File: src/rtl/uart_transmitter_pkg.sv
// Shared UART configuration encodings and transmitter state type.
// Also holds small helpers that turn a configuration into frame-shape facts.
package uart_transmitter_pkg;

  localparam int OVERSAMPLE_RATE = 16;

  localparam logic [1:0] DW_5BIT = 2'b00;
  localparam logic [1:0] DW_6BIT = 2'b01;
  localparam logic [1:0] DW_7BIT = 2'b10;
  localparam logic [1:0] DW_8BIT = 2'b11;

  localparam logic [1:0] EVEN      = 2'b00;
  localparam logic [1:0] ODD       = 2'b01;
  localparam logic [1:0] DISABLED1 = 2'b10;
  localparam logic [1:0] DISABLED2 = 2'b11;

  localparam logic [1:0] SB_1BIT   = 2'b00;
  localparam logic [1:0] SB_2BIT   = 2'b01;
  localparam logic [1:0] RESERVED1 = 2'b10;
  localparam logic [1:0] RESERVED2 = 2'b11;

  typedef enum logic [2:0] {
    IDLE   = 3'd0,
    START  = 3'd1,
    DATA   = 3'd2,
    PARITY = 3'd3,
    STOP   = 3'd4
  } tx_state_e;

  typedef struct packed {
    logic [1:0] data_width;
    logic [1:0] parity_mode;
    logic [1:0] stop_bits;
  } uart_config_s;

  // Index of the last data bit: 4..7 for the four width codes.
  function automatic logic [2:0] last_bit_idx(input logic [1:0] dw);
    return 3'd4 + {1'b0, dw};
  endfunction

  function automatic logic parity_enabled(input logic [1:0] pm);
    return (pm == EVEN) || (pm == ODD);
  endfunction

  function automatic logic calc_parity(input logic [7:0] data,
                                       input logic [1:0] dw,
                                       input logic [1:0] pm);
    logic [7:0] mask;
    logic       x;
    mask = 8'hFF >> (2'd3 - dw);
    x    = ^(data & mask);
    return (pm == ODD) ? ~x : x;
  endfunction

endpackage

File: src/rtl/uart_transmitter.sv
// UART frame serializer: start bit, 5-8 data bits LSB first, optional parity,
// 1-2 stop bits, each bit lasting OVERSAMPLE baud ticks.
module uart_transmitter
  import uart_transmitter_pkg::*;
#(
  parameter int OVERSAMPLE = OVERSAMPLE_RATE
) (
  input  logic       clk_i,
  input  logic       rst_n_i,
  input  logic       ov_baud_rt_i,
  input  logic [7:0] data_tx_i,
  input  logic       tx_req_i,
  input  logic [1:0] data_width_i,
  input  logic [1:0] parity_mode_i,
  input  logic [1:0] stop_bits_i,
  output logic       tx_o,
  output logic       tx_ready_o,
  output logic       tx_done_o
);

  localparam int TCW = $clog2(OVERSAMPLE);

  tx_state_e     r_state;
  logic [TCW-1:0] r_tick_cnt;
  logic [2:0]    r_bit_cnt;
  logic [7:0]    r_shift;
  uart_config_s  r_cfg;
  logic          r_parity;
  logic          r_tx;
  logic          r_done;

  logic w_accept;
  logic w_bit_end;
  logic w_last_data;
  logic w_parity_on;
  logic w_two_stop;

  assign w_accept    = tx_req_i && (r_state == IDLE);
  assign w_bit_end   = ov_baud_rt_i && (r_tick_cnt == TCW'(OVERSAMPLE - 1));
  assign w_last_data = (r_bit_cnt == last_bit_idx(r_cfg.data_width));
  assign w_parity_on = parity_enabled(r_cfg.parity_mode);
  assign w_two_stop  = (r_cfg.stop_bits == SB_2BIT);

  always_ff @(posedge clk_i) begin
    if (!rst_n_i) begin
      r_state    <= IDLE;
      r_tick_cnt <= '0;
      r_bit_cnt  <= '0;
      r_shift    <= '0;
      r_cfg      <= '0;
      r_parity   <= 1'b0;
      r_tx       <= 1'b1;
      r_done     <= 1'b0;
    end else begin
      // NOTE: default-low here makes tx_done_o a single-cycle pulse without extra logic.
      r_done <= 1'b0;
      if (r_state != IDLE && ov_baud_rt_i)
        r_tick_cnt <= r_tick_cnt + TCW'(1);

      unique case (r_state)
        IDLE: begin
          if (w_accept) begin
            r_state    <= START;
            r_tx       <= 1'b0;
            r_tick_cnt <= '0;
            r_bit_cnt  <= '0;
            r_shift    <= data_tx_i;
            r_cfg      <= '{data_width: data_width_i,
                            parity_mode: parity_mode_i,
                            stop_bits: stop_bits_i};
            r_parity   <= calc_parity(data_tx_i, data_width_i, parity_mode_i);
          end
        end
        START: begin
          if (w_bit_end) begin
            r_state <= DATA;
            r_tx    <= r_shift[0];
          end
        end
        DATA: begin
          if (w_bit_end) begin
            if (w_last_data) begin
              r_bit_cnt <= '0;
              if (w_parity_on) begin
                r_state <= PARITY;
                r_tx    <= r_parity;
              end else begin
                r_state <= STOP;
                r_tx    <= 1'b1;
              end
            end else begin
              r_bit_cnt <= r_bit_cnt + 3'd1;
              r_shift   <= r_shift >> 1;
              r_tx      <= r_shift[1];
            end
          end
        end
        PARITY: begin
          if (w_bit_end) begin
            r_state <= STOP;
            r_tx    <= 1'b1;
          end
        end
        STOP: begin
          // Bit counter is reused to count stop bits.
          if (w_bit_end) begin
            if (w_two_stop && r_bit_cnt == 3'd0) begin
              r_bit_cnt <= 3'd1;
            end else begin
              r_state   <= IDLE;
              r_bit_cnt <= '0;
              r_done    <= 1'b1;
            end
          end
        end
        default: r_state <= IDLE;
      endcase
    end
  end

  assign tx_o       = r_tx;
  assign tx_ready_o = (r_state == IDLE);
  assign tx_done_o  = r_done;

endmodule

File: config.mk
export PLATFORM = sky130hd
export DESIGN_NAME = uart_transmitter
export DESIGN_NICKNAME = d
export VERILOG_FILES = /design/src/rtl/uart_transmitter_pkg.sv /design/src/rtl/uart_transmitter.sv
export SDC_FILE = /design/constraint.sdc
export NUM_CORES = 1
export LEC_CHECK = 0
export ABC_AREA = 1
export CELL_PAD_IN_SITES_DETAIL_PLACEMENT = 1
export CELL_PAD_IN_SITES_GLOBAL_PLACEMENT = 2
export CORE_MARGIN = 5
export CORE_UTILIZATION = 33
export CTS_CLUSTER_DIAMETER = 100
export CTS_CLUSTER_SIZE = 30
export DETAILED_ROUTE_END_ITERATION = 7
export DONT_BUFFER_PORTS = 1
export MAX_ROUTING_LAYER = met4
export PLACE_DENSITY = 0.89
export SLEW_MARGIN = 0
export SYNTH_ARGS = -nofsm -noshare
export SYNTH_HDL_FRONTEND = slang
export SYNTH_SLANG_ARGS = --single-unit
File: constraint.sdc
create_clock -name clk_i -period 2.2 [get_ports clk_i]
set_clock_uncertainty 0.2 [all_clocks]
set_input_delay 0.33 -clock clk_i [delete_from_list [all_inputs] [get_ports clk_i]]
set_output_delay 0.33 -clock clk_i [all_outputs]
set_load 0.02 [all_outputs]
Word level (Yosys, flattened, before mapping)
Index checks and enable logic that the tools add are counted.
Word-level totals
  input bits: 18
  register bits after elaboration: 27
Operators by class
  mux-type cells: 31
  reduce and logical (&&, ||, !) cells: 19
  $add $sub $neg: 4
  shifts and indexed selects: 1
  equal/unequal tests: 17
  bitwise logic cells: 2
Operators by type and width (count)
  3-bit 2-to-1 mux: 12
  8-bit 2-to-1 mux: 3
  8-bit case mux with 2 select lines: 1
  3-bit case mux with 5 select lines: 1
  2-bit inequality test (second input constant): 7
  4-bit 2-to-1 mux: 3
  1-bit 2-to-1 mux: 9
  3-bit case mux with 3 select lines: 1
  8-bit bitwise AND: 1
  4-bit AND reduction: 2
  8-bit parity: 1
  8-bit by 2-bit right shift with 8-bit output (first input constant): 1
  7-bit AND reduction: 1
  2-bit by 1-bit equality test with 1-bit output (second input constant): 3
  3-bit by 2-bit equality test with 1-bit output (second input constant): 2
  3-bit zero test: 2
  3-bit nonzero test: 2
  5-bit AND reduction: 1
  4-bit by 1-bit adder with 4-bit output (second input constant): 1
  4-bit equality test (second input constant): 1
  1-bit logical AND: 4
  1-bit case mux with 4 select lines: 1
  4-bit nonzero test: 1
  3-bit by 1-bit adder with 3-bit output (second input constant): 1
  other kinds (12): 12

Longest topological paths before layout
  word-level depth: 6
  depth in mapped cells: 11
  mapped depth without buffers: 11

Worst setup path before layout
No wires, ideal clock.
  path type: reg2reg
  start: reg r_tick_cnt[0]
  end: reg r_state[0]
  cell stages (with the launch flop): 11
  clock period less this slack: 1.588 ns
  setup slack: 0.612 ns
  data required time: 1.887 ns
  arrival: 1.275 ns
  path through: dfxtp_1 ha_1 nand2_1 nor2_4 inv_1 nand2_1 nand2_1 nor2_4 nand2_1 nand2_1 nor2_1
Between the ends
  longest elaborated chain between the ends: 4
RTL lines
  from (decl): RTL line uart_transmitter.sv:24  | logic [TCW-1:0] r_tick_cnt;
  from (signal assigned): RTL line uart_transmitter.sv:58  | r_tick_cnt <= r_tick_cnt + TCW'(1);
  4-bit equality test *: RTL line uart_transmitter.sv:39  | assign w_bit_end = ov_baud_rt_i && (r_tick_cnt == TCW'(OVERSAMPLE - 1));
  1-bit logical AND *: RTL line uart_transmitter.sv:39
  2-bit inequality test (no source line)
  7-bit AND reduction (no source line) *
  to (signal assigned): RTL line uart_transmitter.sv:46  | r_state <= IDLE;
  to (signal assigned): RTL line uart_transmitter.sv:63  | r_state <= START;
  to (signal assigned): RTL line uart_transmitter.sv:76  | r_state <= DATA;
  to (decl): RTL line uart_transmitter.sv:23  | tx_state_e r_state;
Every way passes the cells marked *; elsewhere a longest branch is shown, timed or not.
A chain may end at the register's enable or synchronous reset.

Final worst setup path
  start: reg r_state[0]
  end: reg r_shift[2]
Between the ends
  longest elaborated chain between the ends: 4
RTL lines
  3-bit zero test *
  via tx_ready_o: RTL line uart_transmitter.sv:17  | output logic tx_ready_o,
  1-bit logical AND: RTL line uart_transmitter.sv:38  | assign w_accept = tx_req_i && (r_state == IDLE);
  2-bit by 1-bit inequality test with 1-bit output (no source line)
  4-bit AND reduction (no source line)
  to (signal assigned): RTL line uart_transmitter.sv:67  | r_shift <= data_tx_i;
  to (signal assigned): RTL line uart_transmitter.sv:93  | r_shift <= r_shift >> 1;
  to (decl): RTL line uart_transmitter.sv:26  | logic [7:0] r_shift;
The timed path passes the listed nets; every way through them passes the cells marked *.

==> PnR_summary.wiki <==
{| class="wikitable"
! Metric !! Value
|-
| Final Net Count || 280
|-
| Average detailed-routed wire length per instance || 12.0 µm
|-
| Worst Setup End Kind || flop
|-
| Period Utilization, post-route || 0.824
|-
| Power Total || 2090 µW
|-
| Setup repair after global routing missed its margin || no
|-
| Max Freq || 551 MHz
|-
| Critical path origin || r_state[0]
|-
| Final Wtd Congestion || 0.745
|-
| Die outline area || 6180 µm²
|-
| Required time worst endpoint || 2.16 ns
|-
| Cts bufs inserted || 3
|-
| Setup slack of the most critical reg-to-reg path || 0.39 ns
|-
| Remaining global-route overflow || 0
|-
| Slew @ Worst Pin || 0.367 ns
|-
| Final WL || 3740 µm
|-
| Fraction of final layout cells sized beyond drive strength 1 || 0.0817
|-
| Endpoint of the worst-slack reg-to-reg timing path || r_shift[2]
|-
| Share of flip-flops with an asynchronous set or reset after synthesis || 0
|-
| Post-synth top flop || dfxtp_1
|-
| # IOs || 21
|-
| Mean instance size in the synthesized netlist || 6.17 µm²
|-
| Critical path destination || r_shift[2]
|-
| Portion of the post-synthesis area used by sequential elements || 0.335
|-
| Most repeated cell in the gate-level netlist after synthesis || nand2_1
|-
| Number of max-cap violations || 0
|-
| Register share of total power || 0.353
|-
| Vias in the first global route || 1,576
|-
| Post-layout min period || 1.81 ns
|-
| Total number of yosys warnings || 0
|-
| Outcome || complete, no violations
|-
| Post-synthesis cell type count || 26
|-
| Worst Path Max Fanout || 9
|-
| Sort of element at the start of the critical path || flop
|-
| Iteration-0 DRC count of the detailed router || 34
|-
| Hold violation total from the final report || 0
|-
| Worst reg2reg path startpoint || r_state[0]
|-
| Row Count || 25
|-
| Instance count of the mapped netlist || 252
|-
| Starting density of the core || 0.333
|-
| Arrival @ worst endpoint || 1.78 ns
|-
| Number of cell instances on the worst register-to-register path || 8
|-
| Worst hold path class || in -> reg
|-
| Power per standard cell area || 1240 nW/µm²
|-
| Cell type with the highest aggregate area in the netlist || dfxtp_1
|-
| Leakage power total || 0.000797 µW
|-
| Area Growth Syn to Fin || 8.86%
|-
| Cells resized by post-CTS repair || 0
|-
| Net switching power figure || 991 µW
|-
| Number of input and output port buffers inserted || 0
|-
| Clk sink count || 26
|-
| CTS tree || yes
|-
| Synthesized netlist net count || 273
|-
| Max Root-Sink Buffers || 2
|-
| Synthesized area || 1550 µm²
|-
| Post-DR vias/cell || 4.89
|-
| Accumulated negative setup slack || 0 ns
|-
| Final count of negative-setup-slack endpoints || 0
|-
| Crit Path Category || reg -> reg
|-
| Portion of synthesized cell area occupied by the leading cell type || 0.335
|-
| Number of vias after detailed routing || 1,520
|-
| Maximum ir drop on the vdd rail || 0.000377 V
|-
| Number of flops mapped to enable cells by yosys || 0
|-
| Slew Viols, Final || 0
|-
| DRC || 0
|-
| Clock slew seen by the registers of the worst setup and hold paths || 0.08 ns
|-
| Global routing usage summed across all routing layers || 0.135
|-
| Number of detailed-route iterations in the first pass || 4
|-
| Routed Antenna Nets || 0
|-
| HPWL Detailed || 2950 µm
|-
| Part of the power in the clock network || 0.127
|-
| Horiz. Die Dim || 78.6 µm
|-
| Post-CTS setup buffer count || 0
|-
| Top post-synthesis cells by area || dfxtp_1 (33%), nand2_1 (19%), inv_1 (7.7%), nor2_1 (7.5%), o21ai_0 (6.1%)
|-
| Antenna violations before repair || 0
|-
| Die height || 78.6 µm
|-
| H-tree depth || 1
|-
| Area of the placeable core || 4660 µm²
|-
| Post-synthesis sequential element count || 26
|-
| Combinational group share of total power || 0.520
|-
| Switching share of total power || 0.474
|-
| First-pass GRT wire length || 6650 µm
|-
| Root Buffer || clkbuf_8
|-
| Slew Limit Headroom || 0.754
|-
| Maximum number of pins on one net before global-route repair || 14
|-
| Top cells by count, synth || nand2_1 (80), inv_1 (32), nor2_1 (31)
|-
| Clock insertion delay at the later pin of the skew report || 0.27 ns
|-
| Number of antenna cells inserted || 0
|-
| Internal power consumption || 1100 µW
|}
timing repair:
action                                 in CTS  in global routing
hold buffers                                3                  1
endpoints found under the hold margin      11                  1
setup endpoints to repair                   0                  0
worst max-delay path, cell delays in order (launching register included):
cell	delay, ns
dfxtp_1	0.39
nor2_2	0.21
nand2_2	0.11
inv_2	0.15
nand2_1	0.14
nand2_1	0.12
nand2_2	0.13
o21ai_0	0.20
nor2_1	0.06
layer usage:
| metal | share of wire | track usage | routed length (µm) |
|---|---|---|---|
| met5 | 0 | - | 0 |
| met4 | 0.0083 | 0.0262 | 31 |
| met1 | 0.49 | 0.156 | 1840 |
| met2 | 0.47 | 0.239 | 1770 |
| met3 | 0.025 | 0.0310 | 93 |
cell type report:
type                       count  area, µm²
clock buffer                   3       41.3
sequential                    26        520
timing repair buffer           7       62.6
multi-input combinational    185        862
inverter                      36        138
fill                         635       2970
tap                           54       67.6
state kept, by name, summed over array words and instances (netlist names):
name / count
r_bit_cnt: 3
r_cfg: 5
r_parity: 1
r_shift: 8
r_state: 3
r_tick_cnt: 4
tx_done_o: 1
tx_o: 1
metrics by stage:
step / std cells / utilization / setup slack, ns / hold slack, ns / cell area [µm²]
global placement: 304 / 0.346 / 0.385 / 0.251 / 1610
CTS: 310 / 0.361 / 0.361 / 0.000343 / 1680
detailed placement: 304 / 0.346 / 0.387 / 0.260 / 1610
global route: 311 / 0.363 / 0.199 / 0.00315 / 1690
floorplan: 252 / - / 0.612 / 0.237 / 1550
finish: 311 / 0.363 / 0.387 / 0.00557 / 1690
layout by cell type (no fill, tap or decap):
cell type	count
nand3_1	16
inv_2	3
nor3_2	1
a21o_1	1
nor2_4	3
clkbuf_8	3
nor2_1	31
o211ai_1	3
ha_1	3
buf_4	3
inv_1	32
nor4_1	1
a21oi_2	1
a21oi_1	13
o21a_1	1
o21ai_2	1
nor3_1	4
dlygate4sd3_1	4
nor2_2	2
nand4_1	1
nand2_1	80
o21ai_1	1
inv_4	1
o21ai_0	19
nand2_2	3
dfxtp_1	26
worst min-delay path by stage:
stage	start	endpoint	slack, ns	cells past startpoint
global route	rst_n_i	r_bit_cnt[1]	0.003	2
finish	rst_n_i	r_shift[4]	0.006	2
detailed placement	r_tick_cnt[2]	r_tick_cnt[2]	0.26	2
CTS	rst_n_i	r_shift[4]	0.0003	2
floorplan	r_tick_cnt[2]	r_tick_cnt[2]	0.24	2
global placement	r_shift[7]	r_shift[7]	0.25	2
logic make-up (layout without fill, tap and decap cells):
logic type,after synthesis,in the layout,share of synthesized area
DFF,26,26,0.335
AOI/OAI and AO/OA,40,40,0.142
adders and majority gates,3,3,0.0242
and+or+nand+nor,142,142,0.389
buffers and inverters,41,46,0.110
power groups by stage:
stage	logic (µW)	registers [µW]	clock network (µW)
6_report	1090	738	266
5_1_grt	1270	759	298
4_1_cts	1100	740	284
3_5_place_dp	1090	751	0
3_3_place_gp	1070	750	0
2_1_floorplan	892	721	0
Note: power is estimated with default switching activity, not from simulation.
==> RTL change, RTL diff (same flow settings) <==
`OVERSAMPLE_RATE`: 16 -> 32.
--- a/src/rtl/uart_transmitter_pkg.sv
+++ b/src/rtl/uart_transmitter_pkg.sv
@@ -2,7 +2,7 @@
 // Also holds small helpers that turn a configuration into frame-shape facts.
 package uart_transmitter_pkg;
 
-  localparam int OVERSAMPLE_RATE = 16;
+  localparam int OVERSAMPLE_RATE = 32;
 
   localparam logic [1:0] DW_5BIT = 2'b00;
   localparam logic [1:0] DW_6BIT = 2'b01;
Function: same outputs for any inputs over 10 cycles, from zero or initial values and one cycle with rst_n_i low; that may be too few to reach the edited logic, so the function may still have changed.
==> RTL change against the original RTL <==
- cell count grew 4.2%
- highest routed layer unchanged
- clock power increased by 11%
- design area rose by 5.0%
- sequential cell count increased by 1
- setup slack worse by 190 ps
- synthesized area grew 4.6%
- wire length rose by 5.8%
- first-iteration DRC count rose by 76%
- maximum frequency decreased by 9.7%
- largest power group unchanged
- hold slack gained 16 ps
- power shrank 8.7%
- non-clock buffer count shrank 2
- global-route usage up 0.44 points
==> RTL change: results (changes against the original RTL) <==
Parameter                              Value

Synthesis
  Share of the synthesized area in compound gates (AO/OA/AOI/OAI) ... 14.1% (-0.083 points)
  Synthesized netlist net count ... 274 (+0.37%)
  Proportion of synthesized flip-flops having asynchronous set or reset ... 0% (unchanged)
  Portion of the post-synthesis area used by sequential elements ... 33.3% (-0.24 points)
  Proportion of synthesized area in mux cells ... 0% (unchanged)
  Cells taking the most area after synthesis ... dfxtp_1, nand2_1, nor2_1
  Most common library cells after synthesis ... nand2_1, nor2_1, inv_1
  Netlist cell types ... 25 (-3.8%)
  Post-Synth Adder-Cell Area ... 3.08% (+0.66 points)
  Top-area cell type share of the netlist area ... 33.3% (-0.24 points)

Clock tree
  Maximum clock path buffer count ... 2 (unchanged)
  Clock-pin transition on the worst setup and hold timing paths ... 100 ps (+20 ps)
  Number of setup buffers added after CTS ... 0 (unchanged)

STA
  Worst-case headroom to the max-slew limit ... 69.1% (-6.3 points)
  Final Worst Setup Slack ... 192 ps (-195 ps)

Route
  Total number of vias ... 1537 (+1.1%)
  1st-iter DRT viols ... 60 (+76%)
  Count of nets left with antenna violations after detail routing ... 0 (unchanged)
  Total routed wirelength ... 3.95 mm (+5.8%)

Run status
  Run status ... finished clean

Setup path
  CP max-delay cell ... dfxtp_1
  Biggest cell delay along the critical path ... 350 ps (-40 ps)
  Data arrival time at the worst-slack endpoint ... 1980 ps (+200 ps)
  Largest driver fanout on the critical path ... 5 (-4)

Global routing
  Via count of the first global-routing pass ... 1567 (-0.57%)
  Global-route usage over all layers ... 13.9% (+0.44 points)
  Maximum number of pins on one net before global-route repair ... 17 (+3)
  Number of antenna violations at the first check in global routing ... 0 (unchanged)
  Global-route wire length before repair ... 6.97 mm (+4.8%)

Finish
  Filler Cell Count ... 638 (+0.47%)
  Proportion of layout cells with a drive suffix above 1 ... 10.1% (+1.9 points)
  Top Registers ... r_shift x8, r_cfg x5, r_tick_cnt x5

Pwr
  Leak Pwr ... 0.000823 uW (+3.2%)
  VDD IR max ... 0.000290 V (-23%)

Placement
  Final estimated routing congestion in global placement ... 0.775 (+4.0%)
  HPWL reported at the end of detailed placement ... 3.09 mm (+4.7%)
==> RTL change: layout make-up <==
type | count | share of cell area (%)
inverter | 33 | 7.26
clock buffer | 3 | 2.33
tap | 67 | 4.72
sequential | 27 | 30.4
clock inverter | 1 | 0.423
timing repair buffer | 5 | 2.68
multi-input combinational | 188 | 52.1
==> RTL change: repair_timing <==
| action | in CTS | in global routing |
|---|---|---|
| hold buffers | 4 | 0 |
| resized for setup | 0 | 0 |
| hold endpoints to repair | 14 | 0 |
==> RTL change: worst max-delay path: cells and delay by family (launching register included) <==
kind | cells | cell delay, ps
AO/OA/AOI/OAI | 2 | 520
buffers and inverters | 1 | 60
adder cells (fa/ha/maj) | 2 | 360
flip-flops | 1 | 350
AND/OR/NAND/NOR | 5 | 420
==> RTL change: path summary, 6_finish.rpt <==
kind,slack (ps),cells after the start,to,start
max,190,10,r_bit_cnt[0],r_tick_cnt[0]
min,20,2,r_shift[7],data_tx_i[7]
max reg2reg,190,10,r_bit_cnt[0],r_tick_cnt[0]
min reg2reg,280,2,r_cfg[0],r_cfg[0]
==> RTL change: through the flow <==
stage | power, uW | std cells | instance area, um^2
2_1_floorplan | 1450 | 252 | 1630
3_3_place_gp | 1610 | 316 | 1690
3_5_place_dp | 1630 | 316 | 1690
4_1_cts | 1940 | 324 | 1780
5_1_grt | 2110 | 324 | 1780
6_report | 1910 | 324 | 1780
==> RTL change: routing by layer <==
layer	GRT usage, %	part of all wire (%)	vias up
met5	-	0	-
met4	4.05	0.91	0
met3	2.47	5.0	2
met2	22.6	45	24
met1	17.8	49	704
li1	-	-	807
==> RTL change: report_power, final <==
part	total (uW)	internal [uW]	switching, uW
clock network	295	129	166
logic	869	290	579
registers	744	630	115
